$ cat src/rtl/lsu_ctrl.sv
// Load/store unit controller: one request at a time toward a word memory.
// Optional LSU_MISALIGN_EN splits misaligned accesses into byte accesses.
module lsu_ctrl (
   input  logic        clk,
   input  logic        rstn,
   input  logic        req_valid,
   output logic        req_ready,
   input  logic        req_wr,
   input  logic [2:0]  req_type,
   input  logic [31:0] req_addr,
   input  logic [31:0] req_wdata,
   output logic        resp_valid,
   output logic [31:0] resp_rdata,
   output logic        resp_err,
   output logic        mem_wr_en,
   output logic [2:0]  mem_rw_type,
   output logic [31:0] mem_data_addr,
   output logic [31:0] mem_data_in,
   input  logic [31:0] mem_data_out
);

   typedef struct packed {
      logic        wr;
      logic [2:0]  typ;
      logic [31:0] addr;
      logic [31:0] wdata;
   } lsu_req_t;

   typedef enum logic [1:0] {
      IDLE   = 2'd0,
      ACCESS = 2'd1,
`ifdef LSU_MISALIGN_EN
      SPLIT  = 2'd2,
`endif
      RESP   = 2'd3
   } state_t;

   state_t      state;
   state_t      state_n;
   lsu_req_t    req_q;
   logic [31:0] rdata;
   logic        misal;
   logic        active;
   logic [2:0]  type_h;
   logic [31:0] addr_h;
   logic [31:0] data_h;

`ifdef LSU_MISALIGN_EN
   logic [1:0]  cnt;
   logic        half;
   logic        last;

   assign half = (req_q.typ[1:0] == 2'b01);
   assign last = (cnt == (half ? 2'd1 : 2'd3));
`else
   logic        err_q;
`endif

   always_comb begin
      misal = 1'b0;
      unique case (1'b1)
         (req_type[1:0] == 2'b00): misal = 1'b0;
         (req_type[1:0] == 2'b01): misal = req_addr[0];
         default:                  misal = |req_addr[1:0];
      endcase
   end

   always_ff @(posedge clk) begin
      if (!rstn) state <= IDLE;
      else       state <= state_n;
   end

   always_comb begin
      state_n = state;
      case (state)
         IDLE: begin
            if (req_valid) begin
               if (!misal) state_n = ACCESS;
`ifdef LSU_MISALIGN_EN
               else        state_n = SPLIT;
`else
               else        state_n = RESP;
`endif
            end
         end
         ACCESS: state_n = RESP;
`ifdef LSU_MISALIGN_EN
         SPLIT: if (last) state_n = RESP;
`endif
         RESP:    state_n = IDLE;
         default: state_n = IDLE;
      endcase
   end

`ifdef LSU_MISALIGN_EN
   assign active = (state == ACCESS) || (state == SPLIT);
`else
   assign active = (state == ACCESS);
`endif

   // Memory port shows the live access, otherwise the last one driven.
   always_comb begin
      mem_data_addr = addr_h;
      mem_rw_type   = type_h;
      mem_data_in   = data_h;
      if (state == ACCESS) begin
         mem_data_addr = req_q.addr;
         mem_rw_type   = req_q.typ;
         mem_data_in   = req_q.wdata;
      end
`ifdef LSU_MISALIGN_EN
      else if (state == SPLIT) begin
         mem_data_addr = req_q.addr + {30'd0, cnt};
         mem_rw_type   = 3'b100;
         mem_data_in   = req_q.wdata >> {cnt, 3'b000};
      end
`endif
   end

   // Gating with rstn keeps a reset edge from landing a write.
   assign mem_wr_en = active & req_q.wr & rstn;

   always_ff @(posedge clk) begin
      if (!rstn) begin
         addr_h <= '0;
         type_h <= '0;
         data_h <= '0;
      end else if (active) begin
         addr_h <= mem_data_addr;
         type_h <= mem_rw_type;
         data_h <= mem_data_in;
      end
   end

   always_ff @(posedge clk) begin
      if (!rstn) begin
         req_q <= '0;
         rdata <= '0;
`ifdef LSU_MISALIGN_EN
         cnt   <= '0;
`else
         err_q <= 1'b0;
`endif
      end else begin
         case (state)
            IDLE: begin
               if (req_valid) begin
                  req_q <= '{req_wr, req_type, req_addr, req_wdata};
                  rdata <= '0;
`ifdef LSU_MISALIGN_EN
                  cnt   <= '0;
`else
                  err_q <= misal;
`endif
               end
            end
            ACCESS: rdata <= mem_data_out;
`ifdef LSU_MISALIGN_EN
            SPLIT: begin
               cnt <= cnt + 2'd1;
               if (!req_q.wr) begin
                  rdata[{cnt, 3'b000} +: 8] <= mem_data_out[7:0];
                  if (last && half)
                     rdata[31:16] <=
                        {16{~req_q.typ[2] & mem_data_out[7]}};
               end
            end
`endif
            default: ;
         endcase
      end
   end

   assign req_ready  = (state == IDLE);
   assign resp_valid = (state == RESP);

`ifdef LSU_MISALIGN_EN
   assign resp_err   = 1'b0;
   assign resp_rdata = (resp_valid && !req_q.wr) ? rdata : 32'd0;
`else
   assign resp_err   = resp_valid & err_q;
   assign resp_rdata = (resp_valid && !req_q.wr && !err_q) ?
                       rdata : 32'd0;
`endif

endmodule
$ cat config.mk
export PLATFORM = sky130hd
export DESIGN_NAME = lsu_ctrl
export DESIGN_NICKNAME = d
export VERILOG_FILES = /design/src/rtl/lsu_ctrl.sv
export SDC_FILE = /design/constraint.sdc
export NUM_CORES = 1
export LEC_CHECK = 0
export ABC_AREA = 1
export BUFFER_PORTS_ARGS = -buffer_cell sky130_fd_sc_hd__buf_2
export CELL_PAD_IN_SITES_DETAIL_PLACEMENT = 0
export CELL_PAD_IN_SITES_GLOBAL_PLACEMENT = 1
export CORE_MARGIN = 2
export CORE_UTILIZATION = 39
export CTS_CLUSTER_DIAMETER = 100
export CTS_CLUSTER_SIZE = 10
export DETAILED_ROUTE_END_ITERATION = 10
export PLACE_DENSITY = 0.95
export SLEW_MARGIN = 20
export SYNTH_ARGS = -nofsm -noshare
export SYNTH_HDL_FRONTEND = slang
export SYNTH_SLANG_ARGS = --single-unit
$ cat constraint.sdc
create_clock -name clk -period 3.1 [get_ports clk]
set_input_delay 0.155 -clock clk [delete_from_list [all_inputs] [get_ports clk]]
set_output_delay 0.155 -clock clk [all_outputs]
set_load 0.01 [all_outputs]
==> results.md, run 1 <==
- The part of the power in registers is 0.439.
- The floorplan has 49 rows.
- The post-route minimum period is 2.42 ns.
- For this run, the slowest stage of the critical path takes around 0.46 ns.
- The maximum number of pins on one net before global-route repair is 73.
- The clock input transition at the sequential cells of the worst setup and hold paths is 0.07 ns.
- Compared with the post-synthesis result, the final layout area differs by 27.7%.
- The number of buffer cells added on primary ports is 205.
- The worst-case IR drop observed on VDD is just over 0.0004 V.
- The count of buffering cells on the critical path with inverters included is 4.
- The summed negative setup slack over all endpoints is 0 ns.
- The final count of hold timing violations came to 0.
- The signal on the critical path passes through inv_1 > nand2_4 > buf_4 > nand2_1 > o21ai_1 > inv_1 > buf_2.
- In the routed design, unresolved DRC markers number 0.
- The power per standard cell area is between 600 and 700 nW/µm².
- The final setup violation count is 0.
- During synthesis, Yosys emitted a total of 0 warnings.
- The congestion estimate from routability-driven global placement came to 0.740.
- The number of top-level pins is 206.
- The endpoint kind of the worst setup timing path is an output port.
- The via count of the first global-routing pass came to 6273.
- The most numerous cell type found on the critical path is sky130_fd_sc_hd__inv_1.
- Among all stages on the critical path, the largest delay is contributed by sky130_fd_sc_hd__buf_4.
- The die area is 19500 µm².
- The number of setup buffers added after CTS is 0.
- The starting utilization of the core area is 0.398.
- The net switching power is 1590 µW.
- The core region area is about 18000 µm².
- In this run, synthesis inferred 0 flip-flops with an integrated enable.
- The flow ran to the end, and the final reports show no timing, DRC or antenna violations.
- Clock latency on the worst-skew pair, taken at its later pin, is approximately 0.42 ns.
- Before antenna repair, the detailed router went through 5 iterations.
- In the final routed layout, each cell accounts on average for about 12 µm.
- The number of buffers on the longest clock path is 2.
- The number of inserted filler cells in the final layout is 1840.
- The part of the cycle the worst path needs is 0.781.
- Of the post-synthesis cell area, the dominant cell type holds 0.474.
- The worst-case hold slack is 0.0320 ns.
- The die span in x is 140 µm.
- By area the synthesized netlist is led by sky130_fd_sc_hd__dfxtp_1 (47%), sky130_fd_sc_hd__nor2_1 (12%), sky130_fd_sc_hd__inv_1 (9.3%).
- Total power for the finished layout comes to between 5000 and 6000 µW.
- The clock tree synthesis step divided the H-tree into 4 levels.
- The number of antenna violations at the first check in global routing was 1.
- The count of nets left with antenna violations once routing finished came out at 0.
- Summed over all cells, the static leakage comes to 0.00481 µW.
- The worst hold path belongs to the class primary input to register.
- The net switching fraction of the power is 0.285.
- The cell-internal power is between 3000 and 4000 µW.
- Across every metal layer, demand over resource in global routing totals 0.183.
- The cts-stage hold buffer count is 32.
- The arrival time at the worst endpoint is 2.27 ns.
- The via density per instance is between 4 and 5.
- The distinct cell type count of the synthesized netlist is 18.
- The worst setup path is of the register to output port kind.
- The final layout contains 1337 nets.
- Setup repair after global routing left no endpoint under its margin.
- The fraction of registers with async set/reset is 0.
- For the pin with the worst max-slew slack, the measured transition is 0.946 ns.
- Of the total power, the clock network draws 0.381.
- The cell family contributing the most delay on the critical path is buffers and inverters.
- The final count of pins violating max slew is 0.
- The clock arrives with 0.00706 ns of skew.
- The clock drives 170 sinks.
- Counting the buffers created by CTS gives 17.
- At the worst endpoint, the required time is a little under 3 ns.
- TritonCTS built the clock tree.
- The DRC marker count from the first detailed-route iteration is 280.
- In the final layout, the share of cells above drive strength 1 is 0.201.
- The root buffer cell is sky130_fd_sc_hd__clkbuf_16.
- The commonest cells after synthesis are sky130_fd_sc_hd__nor2_1 (237), sky130_fd_sc_hd__inv_1 (177), sky130_fd_sc_hd__nand2_1 (177), sky130_fd_sc_hd__dfxtp_1 (170), sky130_fd_sc_hd__nand3b_1 (65).
- The combinational group share of total power is 0.181.
- The mapped cell area is 7170 µm².
- In this run, post-CTS repair resized a total of 0 instances.
- Of the synthesized area, sequential elements account for 0.474.
- The wire-length estimate of the detail-placed layout is 11.4 mm.
- The cell with the most instances after synthesis is sky130_fd_sc_hd__nor2_1.
- The gate count after technology mapping is 1036.
- The tool flagged a number of max-cap violations equal to 0.
- The achievable frequency is a little over 400 MHz.
- Averaged over all synthesized cells, the footprint is 6.93 µm².
- The maximum net fanout on the critical path is 56.
- The synthesized design contains 170 register bits.
- The global-route wire length before repair is 29.4 mm.
- The total detailed-routing wirelength is roughly 18 mm.
- The number of nets produced by synthesis is 1139.
- The predominant post-synthesis flop cell is sky130_fd_sc_hd__dfxtp_1.
- The worst setup path is launched from a register.
- For this run the aggregate overflow at the end of global routing stands at 0.
- The leading area contributor after synthesis is sky130_fd_sc_hd__dfxtp_1.
- Across all layers, the routed design uses around 6700 vias.
- The worst slew slack as a fraction of its limit is 0.369.
- The height of the chip is roughly 140 µm.
## flip-flops by register name (all words and copies together) (netlist names)
name	count
rdata	32
data_h	32
addr_h	32
req_q	68
err_q	1
state	2
type_h	3
## worst paths after layout
path         slack [ns]                     end  cells past startpoint              startpoint
max                0.68       mem_data_addr[16]                      7   state[1]$_SDFFE_PN0P_
min                0.03   req_q[5]$_SDFFE_PN0P_                      4            req_wdata[5]
max reg2reg        1.06  rdata[22]$_SDFFE_PN0P_                      4   state[0]$_SDFFE_PN0P_
min reg2reg        0.47  req_q[32]$_SDFFE_PN0P_                      2  req_q[32]$_SDFFE_PN0P_
## worst reg2reg max path: stages (launching register included)
cell,delay [ns]
sky130_fd_sc_hd__dfxtp_1,0.46
sky130_fd_sc_hd__nand2_4,0.36
sky130_fd_sc_hd__inv_1,0.83
sky130_fd_sc_hd__nand2_1,0.13
sky130_fd_sc_hd__a21oi_1,0.18
## placed cells by master, fill, tap and decap left out
master                            n
sky130_fd_sc_hd__clkinv_4         2
sky130_fd_sc_hd__inv_1          177
sky130_fd_sc_hd__o21ai_0         23
sky130_fd_sc_hd__clkinv_2         2
sky130_fd_sc_hd__inv_2            1
sky130_fd_sc_hd__buf_4            7
sky130_fd_sc_hd__o21ai_1         44
sky130_fd_sc_hd__inv_6            4
sky130_fd_sc_hd__nor3_1           1
sky130_fd_sc_hd__buf_2          205
sky130_fd_sc_hd__nand3b_1        65
sky130_fd_sc_hd__clkinvlp_4       4
sky130_fd_sc_hd__nand2_1        176
sky130_fd_sc_hd__clkbuf_8         1
sky130_fd_sc_hd__nor2_1         237
sky130_fd_sc_hd__a21oi_1         34
sky130_fd_sc_hd__buf_12           2
sky130_fd_sc_hd__nand2_2          1
sky130_fd_sc_hd__bufinv_16        2
sky130_fd_sc_hd__nor2_4           1
sky130_fd_sc_hd__nand3_1         37
sky130_fd_sc_hd__clkbuf_16       17
sky130_fd_sc_hd__diode_2          1
sky130_fd_sc_hd__nand2_4          1
sky130_fd_sc_hd__inv_8            1
sky130_fd_sc_hd__dlygate4sd3_1   32
sky130_fd_sc_hd__dfxtp_1        170
## power by group through the flow
stage	Clock, µW	Sequential, µW	Combinational (µW)
after floorplan	0	2480	685
after detailed placement	0	2500	989
after CTS	2190	2450	1030
after global routing	2280	2470	1160
final	2130	2450	1010
after global placement	0	2500	977
## per-stage QoR
step	setup WS, ns	area (µm²)	util	instances
floorplan	1.82	7170	-	1036
global placement	1.14	8240	0.457	1412
detailed placement	1.04	8240	0.457	1412
CTS	0.673	9160	0.508	1476
global route	0.471	9170	0.508	1477
finish	0.680	9170	0.508	1477
## routing by layer
layer	part of all wire	up-vias	track usage
li1	-	3499	-
met1	0.47	2965	0.238
met2	0.46	174	0.299
met3	0.053	25	0.0447
met4	0.019	0	0.0647
met5	0	-	0
## cell type report
cell class / instances / area, µm² / area share
sequential: 170 / 3400 / 0.371
antenna: 1 / 2.50 / 0.000273
tap: 229 / 287 / 0.0313
inverter: 179 / 673 / 0.0734
multi-input combinational: 620 / 2760 / 0.301
clock buffer: 18 / 439 / 0.0479
clock inverter: 14 / 159 / 0.0173
timing repair buffer: 246 / 1440 / 0.157
## logic make-up after synthesis
kind of cell,count (synthesis),share of synthesized area
DFF,170,0.474
buffers and inverters,246,0.142
and+or+nand+nor,519,0.314
AOI/OAI and AO/OA,101,0.0705
Power figures use the tool's default switching activity.
==> run 2, diff against run 1 <==
- CORE_UTILIZATION: 39 -> 36
- PLACE_DENSITY: 0.95 -> 0.9
- clock period: 3.1 -> 2.3 ns (I/O delays scaled with it)
==> run 2 against run 1 <==
Register-to-register slack worse by 0.58 ns. First-iteration DRC count fell by 1.4%. Die area is 8.1% higher. Global-route usage shrank 0.93 points. Critical endpoint is now mem_data_addr[5]. Critical path depth decreased by 1. Cell count grew 4.8%. Largest cell class unchanged. Non-clock buffer count rose by 34. Count of clock-buffer cells in the layout increased by 5. Via count grew 2.0%. Sequential share of layout area decreased by 1.7 points. Clock skew up 0.0013 ns. Largest power group unchanged. Combinational power increased by 43%.
==> results.md, run 2 (synthesis gave the netlist of run 1 again) <==
- The worst slack after detailed placement is 0.548 ns (was 1.04 ns).
- The total length of routed met2 wires is 8.81 mm (was 8.14 mm).
- The number of cells after detailed placement was 1455 (was 1412).
- The endpoint required time on the critical path is 2.18 ns (was 2.94 ns).
- The maximum single-stage delay on the critical path is 0.35 ns (was 0.46 ns).
- The net switching power is 2140 µW (was 1590 µW).
- The detail-routed net length per standard cell is 12.1 µm (about the same).
- The root buffer cell is sky130_fd_sc_hd__clkbuf_16 (unchanged).
- The final setup violation count is 0 (unchanged).
- The arrival time at the worst endpoint was 1.97 ns (was 2.27 ns).
- The CTS tree is built (unchanged).
- The worst-case hold slack is 0.0155 ns (was 0.0320 ns).
- The summed negative setup slack over all endpoints is 0 ns (unchanged).
- The origin of the critical flop-to-flop path is state[1]$_SDFFE_PN0P_ (was state[0]$_SDFFE_PN0P_).
- The number of nets with antenna violations after detailed routing is 0 (unchanged).
- The most prevalent standard cell on the critical path is sky130_fd_sc_hd__inv_1 (unchanged).
- The number of top-level pins was 206 (unchanged).
- The final count of pins violating max slew is 0 (unchanged).
- The type of the tightest min-delay check was primary input to register (unchanged).
- RSZ-0062 raised after global routing: false (unchanged).
- Worst path cell trace: inv_1 > nand2_8 > buf_12 > o21ai_0 > inv_1 > buf_2 (was inv_1 > nand2_4 > buf_4 > nand2_1 > o21ai_1 > inv_1 > buf_2).
- The via count of the first global-routing pass came to 6338 (was 6273).
- The number of cell rows is 51 (was 49).
- The via density per instance is 4.39 (was 4.51).
- The net switching fraction of the power was 0.275 (was 0.285).
- The most flop-heavy register is req_q (unchanged).
- Based on the critical path, the design can be clocked at up to 480 MHz.
- The endpoint kind of the worst setup timing path is an output port (unchanged).
- The starting utilization of the core area came to 0.367 (was 0.398).
- The cell-internal power is 5650 µW (was 4000 µW).
- The final count of hold timing violations was 0 (unchanged).
- The maximum number of pins on one net before global-route repair is 71 (was 73).
- The total congestion overflow after global routing is 0 (unchanged).
- The post-CTS setup buffer count came to 0 (unchanged).
- The number of H-tree branching levels is 4 (unchanged).
- The worst slew slack as a fraction of its limit is 0.464 (was 0.369).
- The number of buffers on the longest clock path is 2 (unchanged).
- The total length of routed met3 wires was 863 µm (was 947 µm).
- The DRC marker count from the first detailed-route iteration came to 276 (was 280).
- The fraction of layout cells with a size suffix above 1 is 0.201 (about the same).
- The HPWL after detailed placement is 11.3 mm (was 11.4 mm).
- The source-to-sink clock delay at the later pin of the worst-skew pair is 0.42 ns (about the same).
- The non-filler instance count after layout was 1548 (was 1477).
- The startpoint type of the worst setup path was a register (unchanged).
- The number of max-cap violations was 0 (unchanged).
- The post-route minimum period is 2.08 ns.
- The relative area change from synthesis to final layout is 34.0% (was 27.7%).
- The commonest non-fill, non-tap cell in the layout is sky130_fd_sc_hd__nor2_1 (unchanged).
- The critical path startpoint is state[1]$_SDFFE_PN0P_ (unchanged).
- The highest layer used for signal routing is met4 (unchanged).
- The final net count is 1372 (was 1337).
- The maximum ir drop on the vdd rail is 0.000507 V (was 0.000412 V).
- The die span in x is 145 µm (was 140 µm).
- The number of sinks driven by the clock tree is 170 (unchanged).
- Most frequent cells in the layout: sky130_fd_sc_hd__nor2_1 (237), sky130_fd_sc_hd__buf_2 (205), sky130_fd_sc_hd__inv_1 (177), sky130_fd_sc_hd__nand2_1 (177), sky130_fd_sc_hd__dfxtp_1 (169) (was sky130_fd_sc_hd__nor2_1 (237), sky130_fd_sc_hd__buf_2 (205), sky130_fd_sc_hd__inv_1 (177), sky130_fd_sc_hd__nand2_1 (176), sky130_fd_sc_hd__dfxtp_1 (170)).
- The vias after detailed routing is 6795 (was 6663).
- The final worst-path setup slack came to 0.217 ns (was 0.680 ns).
- The residual DRC count was 0 (unchanged).
- The global-route wire length before repair is 30.3 mm (was 29.4 mm).
- The critical path's slowest cell is sky130_fd_sc_hd__dfxtp_1 (was sky130_fd_sc_hd__buf_4).
- The die area is 21100 µm² (was 19500 µm²).
- The power per standard cell area is 810 nW/µm² (was 610 nW/µm²).
- The combinational group share of total power was 0.185 (was 0.181).
- The count of TritonRoute iterations in the first routing pass is 7 (was 5).
- The number of flip-flops under the largest register name came to 68 (unchanged).
- The startpoint of the most critical hold path is req_wdata[27] (was req_wdata[5]).
- The clock network power share is 0.390 (was 0.381).
- The critical path class is register to output port (unchanged).
- The post-route met1 wirelength is 8.80 mm (was 8.38 mm).
- Of the available clock period, the critical path in the final layout requires 0.906.
- The clock input transition at the sequential cells of the worst setup and hold paths is 0.07 ns (about the same).
- The part of the power in registers was 0.425 (was 0.439).
- The last weighted congestion value of the routability-driven placer is 0.766 (was 0.740).
- The number of buffer cells added on primary ports is 205 (unchanged).
- The clock buffer count from CTS came to 17 (unchanged).
- The pin slew with the least headroom to its limit is 0.804 ns (was 0.946 ns).
- The worst clock skew is 0.00838 ns (was 0.00706 ns).
- The core region area was 19500 µm² (was 18000 µm²).
- The height of the chip is 145 µm (was 140 µm).
- The total global routing track utilization is 0.174 (was 0.183).
- The leakage power is 0.00501 µW (was 0.00481 µW).
- Run status: finished clean (unchanged).
- The total power is 7790 µW (was 5590 µW).
- The total detailed-routing wirelength is 18.7 mm (was 17.8 mm).
- The maximum net fanout on the critical path is 57 (was 56).
- The number of antenna violations at the first check in global routing is 1 (unchanged).
==> run 2: layout make-up <==
class                   count  area (µm²)
diodes                      1        2.50
repair buffers            280        1790
multi-input cells         621        2780
clock buffers              23         498
inverters                 179         673
fillers                  1967        9910
flip-flops and latches    170        3400
clock inverters             9         135
well taps                 265         332
==> run 2: power by group through the flow <==
stage / registers (µW) / logic, µW / clock network (µW)
3_3_place_gp: 3360 / 1350 / 0
2_1_floorplan: 3340 / 924 / 0
4_1_cts: 3300 / 1450 / 3120
6_report: 3310 / 1440 / 3040
5_1_grt: 3330 / 1640 / 3250
3_5_place_dp: 3370 / 1360 / 0
==> run 2: worst paths after layout <==
path,end,slack [ns],cells after the start
worst max-delay path,mem_data_addr[5],0.22,6
worst min-delay path,req_q[27]$_SDFFE_PN0P_,0.02,4
worst max register to register,rdata[7]$_SDFFE_PN0P_,0.48,6
worst min register to register,req_q[65]$_SDFFE_PN0P_,0.47,2
==> run 2: critical path, delay by kind of cell (launching register included) <==
kind | cells | cell delay, ns
buffers and inverters | 4 | 0.73
flip-flops | 1 | 0.35
AO/OA/AOI/OAI | 1 | 0.26
AND/OR/NAND/NOR | 1 | 0.19
==> run 2: what timing repair did <==
action / in CTS / in global routing
hold buffers: 59 / 0
gates resized for setup: 0 / 2
hold endpoints to repair: 59 / 0
endpoints found under the setup margin: 0 / 2
==> run 2: metrics by stage <==
stage               utilization  cell area (µm²)
global placement          0.429             8370
detailed placement        0.429             8370
finish                    0.492             9610
CTS                       0.491             9600
floorplan                     -             7170
global route              0.492             9610
==> run 2: routing by layer <==
layer / up-vias / GRT usage
li1: 3572 / -
met1: 3019 / 0.229
met2: 181 / 0.291
met3: 23 / 0.0321
met4: 0 / 0.0534
met5: - / 0
